[src/rtl/data_memory_pkg.sv]
// Shared encodings for the MEM-stage data memory: access sizes, sweep FSM states
// and the zero word written by the clear sweep.
package data_memory_pkg;

  typedef enum logic [1:0] {
    SIZE_BYTE = 2'b00,
    SIZE_HALF = 2'b01,
    SIZE_WORD = 2'b10
  } size_e;

  typedef enum logic {
    ST_CLEAR = 1'b0,
    ST_IDLE  = 1'b1
  } state_e;

  localparam int unsigned WORD_W = 32;
  localparam logic [WORD_W-1:0] CLEAR_WORD = '0;

endpackage

[src/rtl/data_memory_lane_align.sv]
// Combinational lane handling: store byte enables and data replication,
// load lane select with sign/zero extension, and the alignment check.
module data_memory_lane_align
  import data_memory_pkg::*;
(
  input  logic [1:0]  size,
  input  logic        unsigned_ld,
  input  logic [1:0]  offset,
  input  logic [31:0] wr_data,
  input  logic [31:0] rd_word,
  output logic [3:0]  byte_en,
  output logic [31:0] wr_word,
  output logic [31:0] rd_data,
  output logic        misaligned
);

  logic [31:0] shifted;
  logic [7:0]  sel_byte;
  logic [15:0] sel_half;

  assign shifted  = rd_word >> {offset, 3'b000};
  assign sel_byte = shifted[7:0];
  assign sel_half = offset[1] ? rd_word[31:16] : rd_word[15:0];

  // Encoding 2'b11 falls through to the word case
  always_comb begin
    byte_en    = 4'b0000;
    wr_word    = '0;
    rd_data    = '0;
    misaligned = 1'b0;
    case (size)
      SIZE_BYTE: begin
        byte_en = 4'b0001 << offset;
        wr_word = {4{wr_data[7:0]}};
        rd_data = unsigned_ld ? {24'd0, sel_byte} : {{24{sel_byte[7]}}, sel_byte};
      end
      SIZE_HALF: begin
        misaligned = offset[0];
        byte_en    = offset[1] ? 4'b1100 : 4'b0011;
        wr_word    = {2{wr_data[15:0]}};
        rd_data    = unsigned_ld ? {16'd0, sel_half} : {{16{sel_half[15]}}, sel_half};
      end
      default: begin
        misaligned = |offset;
        byte_en    = 4'b1111;
        wr_word    = wr_data;
        rd_data    = rd_word;
      end
    endcase
  end

endmodule

[src/rtl/data_memory_sized.sv]
// MIPS MEM-stage data memory with sized access and a one-word-per-cycle clear sweep.
// Define DATA_MEMORY_DEBUG_BUS_EN to export the array image on o_bus_debug.
module data_memory_sized
  import data_memory_pkg::*;
#(
  parameter int ADDR_SIZE = 5,
  parameter int DATA_SIZE = 32
) (
  input  logic                   i_clk,
  input  logic                   i_reset,
  input  logic                   i_flush,
  input  logic                   i_req,
  input  logic                   i_wr,
  input  logic [1:0]             i_size,
  input  logic                   i_unsigned,
  input  logic [ADDR_SIZE+1:0]   i_addr,
  input  logic [DATA_SIZE-1:0]   i_data,
  output logic [DATA_SIZE-1:0]   o_data,
  output logic                   o_valid,
  output logic                   o_misaligned,
  output logic                   o_busy
`ifdef DATA_MEMORY_DEBUG_BUS_EN
  ,
  output logic [(2**ADDR_SIZE)*DATA_SIZE-1:0] o_bus_debug
`endif
);

  localparam int DEPTH = 2**ADDR_SIZE;
  localparam logic [ADDR_SIZE-1:0] LAST_IDX = '1;

  if (DATA_SIZE != 32) begin : g_bad_width
    $error("data_memory_sized: DATA_SIZE must be 32");
  end

  state_e                 state;
  logic [ADDR_SIZE-1:0]   counter;
  logic [DATA_SIZE-1:0]   mem [DEPTH];

  logic [ADDR_SIZE-1:0]   word_idx;
  logic [31:0]            rd_word;
  logic [31:0]            rd_data;
  logic [31:0]            wr_word;
  logic [3:0]             byte_en;
  logic                   misaligned;
  logic                   accept;
  logic                   clear_we;
  logic                   store_we;

  assign word_idx = i_addr[ADDR_SIZE+1:2];
  assign rd_word  = mem[word_idx];

  data_memory_lane_align u_lane_align (
    .size        (i_size),
    .unsigned_ld (i_unsigned),
    .offset      (i_addr[1:0]),
    .wr_data     (i_data),
    .rd_word     (rd_word),
    .byte_en     (byte_en),
    .wr_word     (wr_word),
    .rd_data     (rd_data),
    .misaligned  (misaligned)
  );

  // A flush in IDLE wins over a same-cycle request
  assign accept   = (state == ST_IDLE) && !i_flush && i_req;
  assign clear_we = (state == ST_CLEAR);
  assign store_we = accept && i_wr && !misaligned;

  always_ff @(posedge i_clk or negedge i_reset) begin
    if (!i_reset) begin
      state        <= ST_CLEAR;
      counter      <= '0;
      o_data       <= '0;
      o_valid      <= 1'b0;
      o_misaligned <= 1'b0;
      o_busy       <= 1'b1;
    end else begin
      o_valid      <= 1'b0;
      o_misaligned <= 1'b0;
      case (state)
        ST_CLEAR: begin
          if (i_flush) begin
            counter <= '0;
          end else if (counter == LAST_IDX) begin
            counter <= '0;
            state   <= ST_IDLE;
            o_busy  <= 1'b0;
          end else begin
            counter <= counter + ADDR_SIZE'(1);
          end
        end
        default: begin
          if (i_flush) begin
            state   <= ST_CLEAR;
            counter <= '0;
            o_busy  <= 1'b1;
          end else if (accept) begin
            if (misaligned) begin
              o_misaligned <= 1'b1;
            end else begin
              o_valid <= 1'b1;
              if (!i_wr) o_data <= rd_data;
            end
          end
        end
      endcase
    end
  end

  // Array has no reset so it can map to block RAM; zeroing comes from the sweep
  always_ff @(posedge i_clk) begin
    if (clear_we) begin
      mem[counter] <= CLEAR_WORD;
    end else if (store_we) begin
      for (int b = 0; b < 4; b++) begin
        if (byte_en[b]) mem[word_idx][8*b +: 8] <= wr_word[8*b +: 8];
      end
    end
  end

`ifdef DATA_MEMORY_DEBUG_BUS_EN
  for (genvar j = 0; j < DEPTH; j++) begin : g_debug
    assign o_bus_debug[j*DATA_SIZE +: DATA_SIZE] = mem[j];
  end
`endif

endmodule

[config.mk]
export PLATFORM = sky130hd
export DESIGN_NAME = data_memory_sized
export DESIGN_NICKNAME = d
export VERILOG_FILES = /design/src/rtl/data_memory_pkg.sv /design/src/rtl/data_memory_lane_align.sv /design/src/rtl/data_memory_sized.sv
export SDC_FILE = /design/constraint.sdc
export NUM_CORES = 1
export LEC_CHECK = 0
export ABC_CLOCK_PERIOD_IN_PS = 2600
export BUFFER_PORTS_ARGS = -buffer_cell sky130_fd_sc_hd__buf_2
export CELL_PAD_IN_SITES_DETAIL_PLACEMENT = 1
export CELL_PAD_IN_SITES_GLOBAL_PLACEMENT = 2
export CORE_UTILIZATION = 35
export DETAILED_ROUTE_END_ITERATION = 7
export PLACE_DENSITY_LB_ADDON = 0.1
export SYNTH_ARGS = -nofsm -noshare
export SYNTH_HDL_FRONTEND = slang
export SYNTH_SLANG_ARGS = --single-unit
export TNS_END_PERCENT = 20
[constraint.sdc]
create_clock -name i_clk -period 2.6 [get_ports i_clk]
set_input_delay 0.26 -clock i_clk [delete_from_list [all_inputs] [get_ports i_clk]]
set_output_delay 0.26 -clock i_clk [all_outputs]
set_load 0.02 [all_outputs]
* Yosys cells after proc, flatten, opt, wreduce, memory -nomap -nowiden *
Memory sizes are Yosys's and may differ from the RTL's.
Cells that the tools add are included.

storage, ports and cells
  bits in registers = 41
  memory bits (writable) = 1024
  output and inout port bits = 35
  word-level logic and storage cells = 77
  memories kept = 1

memory list
  name  words  bits a word  read ports  clocked after memory_dff  write ports  RTL line                 source
  mem   32     32           1           0                         1            data_memory_sized.sv:37  logic [DATA_SIZE-1:0] mem [DEPTH];

cells by class
  $add $sub $neg = 1
  equal/unequal tests = 4
  shift-type cells = 2
  mux-type cells = 48
  bitwise operators = 3
  reductions and logical operators = 12

operator list
  kind                                                    number
  case mux 32 bit (2 select lines)                        2
  2-to-1 mux 32 bit                                       3
  2-to-1 mux 1 bit                                        33
  OR reduction 32 bit                                     1
  right shift 32 x 5 -> 8 bit                             1
  2-to-1 mux 5 bit                                        5
  2-to-1 mux 16 bit                                       1
  2-to-1 mux 4 bit                                        2
  case mux 4 bit (2 select lines)                         1
  adder 5 x 1 -> 5 bit (second input constant)            1
  equality test 5 bit (second input constant)             1
  AND reduction 5 bit                                     1
  logical AND 1 bit                                       4
  left shift 1 x 2 -> 4 bit (first input constant)        1
  NOT 1 bit                                               3
  AND reduction 3 bit                                     1
  equality test 2 x 1 -> 1 bit (second input constant)    1
  logical NOT 1 bit                                       2
  logical NOT 2 bit                                       1
  inequality test 2 x 1 -> 1 bit (second input constant)  1
  inequality test 2 bit (second input constant)           1
  case mux 1 bit (2 select lines)                         1
  nonzero test 2 bit                                      1
  OR reduction 2 bit                                      1

* Logic depth before layout (Yosys ltp) *
Gate-level depths: netlist (run 1).

  word-level depth = 10
  depth in mapped cells = 13
  gate-level depth less buffers = 7

* By module *
From an unflattened synthesis (run 1), not the netlist that was laid out.

second synthesis, totals
  cells, all modules = 2612
  area total of the unflattened synthesis = 43651.9 sq um

by module, submodules not included
  module                  instances  cells each  area an instance (sq um)  sequential area each (sq um)
  data_memory_sized       1          2438        42346.9                   31776.7
  data_memory_lane_align  1          174         1305.0                    0.0

* Least setup slack after synthesis (run 1) *
Ideal clock, no wire load.

  path kind = input-to-reg
  start point = in i_addr[0]
  end point = mem mem[0][12], data pin
  library setup time = 0.377 ns
  arrival = 2.494 ns
  data required time = 2.223 ns
  setup slack = -0.271 ns
  stages on the path = 7
  path buffers = 3
  cells stage by stage = buf_2 or2_2 a221oi_2 nand2_1 clkbuf_1 clkbuf_1 a21oi_1

between the ends
  word-level cells in the longest chain between the ends = 9

RTL lines
  element                                 RTL line                      source
  from (decl)                             data_memory_sized.sv:16       input logic [ADDR_SIZE+1:0] i_addr,
  OR reduction 2 bit                      data_memory_lane_align.sv:44  misaligned = |offset;
  case mux 1 bit (2 select lines)         data_memory_lane_align.sv:31  case (size)
  logical NOT 1 bit                       data_memory_sized.sv:67       assign store_we = accept && i_wr && !misaligned;
  logical AND 1 bit                       data_memory_sized.sv:67
  2-to-1 mux 1 bit                        data_memory_sized.sv:114      end else if (store_we) begin
  2-to-1 mux 1 bit                        data_memory_sized.sv:112      if (clear_we) begin
  2-to-1 mux 1 bit (implied by the code)  data_memory_sized.sv:116      if (byte_en[b]) mem[word_idx][8*b +: 8] <= wr_word[8*b +: 8];
  OR reduction 32 bit (no line) *         n/a
  2-to-1 mux 32 bit (no line) *           n/a
  to (decl)                               data_memory_sized.sv:37

Mark *: on every way between the ends. The rest lies on a longest branch, timed or not.

* Worst setup path in the final report (run 1) *
  start point = reg state
  end point = mem mem[7][1], enable pin

between the ends
  word-level cells in the longest chain between the ends = 9

RTL lines
  element                                                                RTL line                  source
  from (decl)                                                            data_memory_sized.sv:35   state_e state;
  from (signal assigned)                                                 data_memory_sized.sv:71   state <= ST_CLEAR;
  from (signal assigned)                                                 data_memory_sized.sv:86   state <= ST_IDLE;
  from (signal assigned)                                                 data_memory_sized.sv:94   state <= ST_CLEAR;
  logical AND 1 bit (2 in a row)                                         data_memory_sized.sv:65   assign accept = (state == ST_IDLE) && !i_flush && i_req;
  logical AND 1 bit (2 in a row)                                         data_memory_sized.sv:67
  2-to-1 mux 1 bit                                                       data_memory_sized.sv:114
  2-to-1 mux 1 bit                                                       data_memory_sized.sv:112
  2-to-1 mux 1 bit (implied by the code)                                 data_memory_sized.sv:116
  OR reduction 32 bit (no line)                                          n/a
  2-to-1 mux 5 bit (no line) / 2-to-1 mux 4 bit (equally long branches)  n/a

Parallel ways exist; a longest one is shown, timed or not.

==> out/qor.yml, run 1 <==
hold_path:
  hp-class: "input pin to flop"
  hold_start: "i_size[0]"
  whs_path_depth: 4
  min_to: "o_valid"
floorplan:
  fp-row-count: 128
  start_util: 0.353
  core_area_um2: 122000
  die_y_um: 352
  io_pins: 82
  die-area_um2: 124000
  die_w_um: 352
clock_tree:
  clk_latency_ns: 0.70
  htreeDepth: 3
  clock-sinks: 1065
  cts_made_buffers: 114
  cts_buffer_depth: 3
  clk_pin_slew_worst_paths_ns: 0.06
  cts_tree: "built"
  cts_root_buffer: "clkbuf_16"
sta:
  holdWs_ns: 0.0792
  timing.slew.headroom: 0.335
  finalCriticalPeriod_ns: 2.68
  slew_violations: 0
  hold_viol: 0
  fin_crit_sh: 1.03
  rsz0062_at_grt: "true"
  skew_ns: 0.0238
  setup-violations-final: 247
  setup_ws_ns: -0.0787
  max_freq_ghz: 0.373
  worst_pin_slew_ns: 0.998
global_route:
  gr-total-overflow: 0
  grt_pass1_vias: 25100
  grt_pass1_wl_mm: 185
  grt_max_degree: 46
  track_usage: 0.208
  antenna_found_initial: 3
final_layout:
  final_common_cell: "edfxtp_1"
  stdcell_count: 4423
  fill_cells: 11500
  final_nets: 2747
  layout_common_cells: "edfxtp_1 (1,024), buf_4 (253), mux4_2 (240)"
  fin_util: 0.443
  syn2layout_area_growth_pct: 25.4
  layout-drive-gt1-share: 0.384
  register_area_um2: 31800
  fin_area_um2: 53900
  multi_input_area_um2: 11000
synthesis:
  avgSynthCellArea_um2: 19.4
  ys_types: 58
  syn_area_um2: 43000
  synthCells: 2215
  yosys-top-cells-area: "edfxtp_1 (72%), mux4_2 (13%), mux2i_1 (3.6%)"
  yosysTopAreaCell: "edfxtp_1"
  yosysWarnings: 0
  yosysSeqAreaShare: 0.740
  yosysTopAreaCellShare: 0.716
  ys_seq_elements: 1065
  synth_edf_count: 1024
  synth-async-reset-ratio: 0.0385
  synthFlopType: "edfxtp_1"
  syn-num-nets: 2264
placement:
  place_area_um2: 48900
  portBuffers: 81
  dp.cells: 4186
  gp_congestion: 0.832
  dp_hpwl_mm: 88.6
route:
  first_iter_violations: 2156
  num_vias: 23400
  firstDrtPassIters: 5
  wl_per_cell_um: 29.1
  ant_nets: 0
  vias_per_cell: 5.29
  drc: 0
  drt-total-wl_mm: 129
setup_path:
  r2r_start: "state"
  critPathLaunchType: "flop"
  r2r_end: "mem[7][1]"
  worstSetupEndpointType: "flop"
  crit_fanout: 8
  worstPathArrival_ns: 3.07
  worstPathRequired_ns: 2.99
  rr_worst_depth: 10
  r2r_slack_ns: -0.08
  crit_type: "flop to flop"
status:
  violations: "negative setup slack"
  status: "finished with violations"
pwr:
  p_leak_nw: 20.0
  peakVddDrop_mv: 0.505
  power.density_nw_per_um2: 700
flow_run:
  maxCapViolations: 0
## state kept, by name, summed over array words and instances, names as in the netlist
signal        flops
state             1
mem            1024
o_valid           1
o_busy            1
o_data           32
counter           5
o_misaligned      1
## critical path: stages (launching register included)
cell and delay (ns):
dfrtp_1 0.37, nand3b_1 0.11, a221oi_2 0.04, buf_4 0.17, and2_2 0.24, buf_4 0.17
o21ai_1 0.42, nand3_1 0.29, buf_6 0.22, nor2_1 0.14, buf_6 0.18
## metrics by stage
step	total power [W]	TNS (ns)	worst slack (ns)
2_1_floorplan	0.0203	-244.15	-0.271
3_3_place_gp	0.0214	-488.33	-0.805
3_5_place_dp	0.0214	-455.22	-0.743
4_1_cts	0.0381	-6.90	-0.116
5_1_grt	0.0388	-55.98	-0.191
6_report	0.0377	-9.18	-0.0787
## per-layer routing
metal / part of all wire / GRT usage / up-vias
li1: - / - / 10100
met1: 0.47 / 0.304 / 12500
met2: 0.46 / 0.319 / 646
met3: 0.054 / 0.0332 / 168
met4: 0.024 / 0.0603 / 0
met5: 0 / 0 / -
## cells by family (layout without fill, tap and decap cells)
logic type / Yosys count / count (layout) / synth area share
flops: 1065 / 1065 / 0.740
mux: 399 / 399 / 0.163
simple gates: 350 / 350 / 0.0379
compound gates: 251 / 251 / 0.0384
buf+inv: 148 / 730 / 0.0202
fa+ha+maj: 2 / 2 / 0.000582
other cells: 0 / 1 / 0
## cell type report
| cell class | count | share of cell area |
|---|---|---|
| clock buffer | 133 | 0.0555 |
| antenna | 1 | 0.0000465 |
| multi-input combinational | 1002 | 0.205 |
| clock inverter | 82 | 0.0155 |
| sequential | 1065 | 0.590 |
| tap | 1625 | 0.0377 |
| timing repair buffer | 510 | 0.0960 |
| inverter | 5 | 0.000348 |
## worst max path at each step
stage,start,to,cells after the start
2_1_floorplan,i_addr[0],mem[0][12],7
3_3_place_gp,i_addr[1],mem[31][1],9
3_5_place_dp,i_addr[1],mem[29][9],9
4_1_cts,state,mem[3][19],12
5_1_grt,state,mem[16][26],12
6_report,state,mem[7][1],10
## cell usage after synthesis, drive strengths merged (2+ instances only)
library cell  number
dfrtp             40
nand2             56
nor2b              9
o22a               4
nand3b            12
mux2i            155
clkbuf            52
ha                 2
o211a              2
nand2b             9
nor3b              3
and3              10
mux2               4
or2                8
mux4             240
or4                4
o31ai              2
nor2             163
edfxtp          1024
o21ai             35
a211oi            20
o21a               5
a31oi             34
o22ai             19
and2               5
a21oi             55
inv                4
buf               91
nor3              54
nand3             13
a22oi             71
## where the power goes
group | internal [W] | switching, W
logic | 0.00103 | 0.00132
registers | 0.0187 | 0.0000517
clock network | 0.00979 | 0.00679
## repair_timing
action / 4_1_cts / 5_1_grt
pin swaps: 3 / 8
gates resized for setup: 101 / 122
hold endpoints to repair: 48 / 0
cloned: 0 / 2
setup endpoints to repair: 990 / 896
buffers inserted: 2 / 13
hold buffers: 4 / 0
Power figures use the tool's default switching activity.
==> run 2: changes to the inputs <==
--- a/config.mk
+++ b/config.mk
@@ -11,6 +11,7 @@
 export CELL_PAD_IN_SITES_GLOBAL_PLACEMENT = 2
 export CORE_UTILIZATION = 35
 export DETAILED_ROUTE_END_ITERATION = 7
+export GPL_TIMING_DRIVEN = 0
 export PLACE_DENSITY_LB_ADDON = 0.1
 export SYNTH_ARGS = -nofsm -noshare
 export SYNTH_HDL_FRONTEND = slang
==> out/qor.yml, run 2 (synthesized netlist as in run 1, its figures left out) <==
status:
  status: "finished with violations"
  violations: "negative setup slack"
global_route:
  track_usage: 0.244  # +0.0361
  grt_pass1_wl_mm: 208  # +13%
  grt_max_degree: 42  # -8.7%
  grt_pass1_vias: 25500  # +1.6%
  gr-total-overflow: 0  # unchanged
  antenna_found_initial: 8  # +5
clock_tree:
  cts_root_buffer: "clkbuf_16"
  cts_buffer_depth: 3  # unchanged
  cts_made_buffers: 117  # +2.6%
  clk_latency_ns: 0.72  # +0.02 ns
  htreeDepth: 3  # unchanged
  clock-sinks: 1065  # unchanged
  clk_pin_slew_worst_paths_ns: 0.06  # about the same
  cts_tree: "built"
route:
  firstDrtPassIters: 5  # unchanged
  ant_nets: 0  # unchanged
  first_iter_violations: 2685  # +25%
  num_vias: 24600  # +5.2%
  vias_per_cell: 5.62  # +6.3%
  wl_per_cell_um: 34.7  # +19%
  drt-total-wl_mm: 152  # +18%
  drc: 0  # unchanged
sta:
  max_freq_ghz: 0.368  # -1.3%
  rsz0062_at_grt: "true"
  worst_pin_slew_ns: 1.19  # +0.191 ns
  finalCriticalPeriod_ns: 2.71  # +0.0360 ns
  hold_viol: 0  # unchanged
  skew_ns: 0.0272  # +0.00342 ns
  fin_setup_tns_ns: -25.93  # -16.75 ns
  fin_crit_sh: 1.04  # +0.0138
  setup-violations-final: 498  # +100%
  slew_violations: 0  # unchanged
  timing.slew.headroom: 0.207  # -0.127
  setup_ws_ns: -0.115  # -0.0360 ns
placement:
  portBuffers: 76  # -6.2%
  pre_cts_ws_ns: -2.27  # -1.52 ns
  place_area_um2: 46400  # -5.2%
  dp.cells: 3961  # -5.4%
  gp_congestion: 0.843  # +1.3%
  dp_hpwl_mm: 103  # +16%
final_layout:
  multi_input_area_um2: 12100  # +10%
  syn2layout_area_growth_pct: 27.6
  final_nets: 2700  # -1.7%
  stdcell_count: 4379  # -0.99%
  biggestRegsByFlops: "mem (1024), o_data (32), counter (5)"
  fill_cells: 11400  # -1.2%
  max_flop_register: "mem"
  register_area_um2: 31800  # unchanged
  final_common_cell: "edfxtp_1"
  largest_register_ffs: 1024  # unchanged
  layout_common_cells: "edfxtp_1 (1,024), mux4_2 (240), mux2i_1 (130)"
  fin_util: 0.450  # +0.00775
  fin_area_um2: 54800  # +1.8%
  layout-drive-gt1-share: 0.394  # +0.00955
pwr:
  p_leak_nw: 19.7  # -1.6%
  power.density_nw_per_um2: 696  # -0.56%
  peakVddDrop_mv: 0.600  # +19%
floorplan:
  die_w_um: 352  # unchanged
  io_pins: 82  # unchanged
  core_area_um2: 122000  # unchanged
  die_y_um: 352  # unchanged
  start_util: 0.353  # unchanged
  die-area_um2: 124000  # unchanged
  fp-row-count: 128  # unchanged
flow_run:
  maxCapViolations: 0  # unchanged
setup_path:
  worstPathArrival_ns: 3.13  # +0.06 ns
  crit_fanout: 8  # unchanged
  critPathLaunchType: "input pin"
  rr_worst_depth: 10  # unchanged
  worstSetupEndpointType: "flop"
  crit_type: "input pin to flop"
  worstPathRequired_ns: 3.02  # +0.03 ns
hold_path:
  whs_path_depth: 4  # unchanged
  hp-class: "input pin to flop"
-- run 2: cell count changes in the layout (fill, tap and decap cells not counted), sizes merged --
cell | previous run | this run
inv | 7 | 8
clkinv | 53 | 57
dlygate4sd3 | 4 | 3
a21oi | 55 | 57
clkbuf | 136 | 193
clkinvlp | 11 | 3
diode | 1 | 2
clkdlybuf4s15 | 0 | 1
buf | 503 | 404
bufinv | 16 | 14
-- run 2: through the flow --
stage | hold WS, ns | total power [W]
global placement | 0.462 | 0.0213
detailed placement | 0.466 | 0.0213
global route | 0.0980 | 0.0391
floorplan | -0.0356 | 0.0203
CTS | 0.0234 | 0.0384
finish | 0.0859 | 0.0382
-- run 2: power by group --
part	switching [W]	internal [W]
Clock	0.00701	0.00976
Combinational	0.00165	0.000964
Sequential	0.0000498	0.0187
Total	0.00872	0.0294
-- run 2: repair_timing --
item,CTS,global route
hold buffers,3,0
pin swaps,113,40
endpoints found under the hold margin,47,0
cloned,2,1
buffers inserted,165,29
endpoints found under the setup margin,1982,1256
gates resized for setup,378,107
-- run 2: layout make-up --
type,count,area share
timing repair buffer,319,0.0690
antenna,2,0.0000913
clock inverter,77,0.0142
inverter,5,0.000342
buffer,139,0.0220
multi-input combinational,1004,0.222
tap,1625,0.0371
sequential,1065,0.580
clock buffer,143,0.0559
-- run 2: final timing paths --
kind	start	endpoint	slack (ns)
max	i_flush	mem[1][5]	-0.11
min reg2reg	o_data[2]	o_data[2]	0.48
min in group asynchronous	i_reset	o_data[23]	0.24
max reg2reg	state	mem[1][5]	-0.11
max in group asynchronous	i_reset	counter[0]	1.74
min	i_req	o_misaligned	0.09
-- run 2: per-layer routing --
| layer | wire (um) | vias to the layer above | GRT usage |
|---|---|---|---|
| li1 | - | 10000 | - |
| met1 | 68500 | 13400 | 0.357 |
| met2 | 68800 | 951 | 0.371 |
| met3 | 9800 | 225 | 0.0405 |
| met4 | 4700 | 6 | 0.0778 |
| met5 | 41 | - | 0 |
-- run 2: critical path, stage by stage --
cell,delay (ns)
dlygate4sd3_1,0.58
clkbuf_1,0.16
nand3b_1,0.24
a221oi_4,0.35
nand2_4,0.14
buf_8,0.16
or3_4,0.33
o31ai_4,0.14
nand3b_1,0.27
buf_6,0.22
nor2_4,0.10
buf_12,0.16
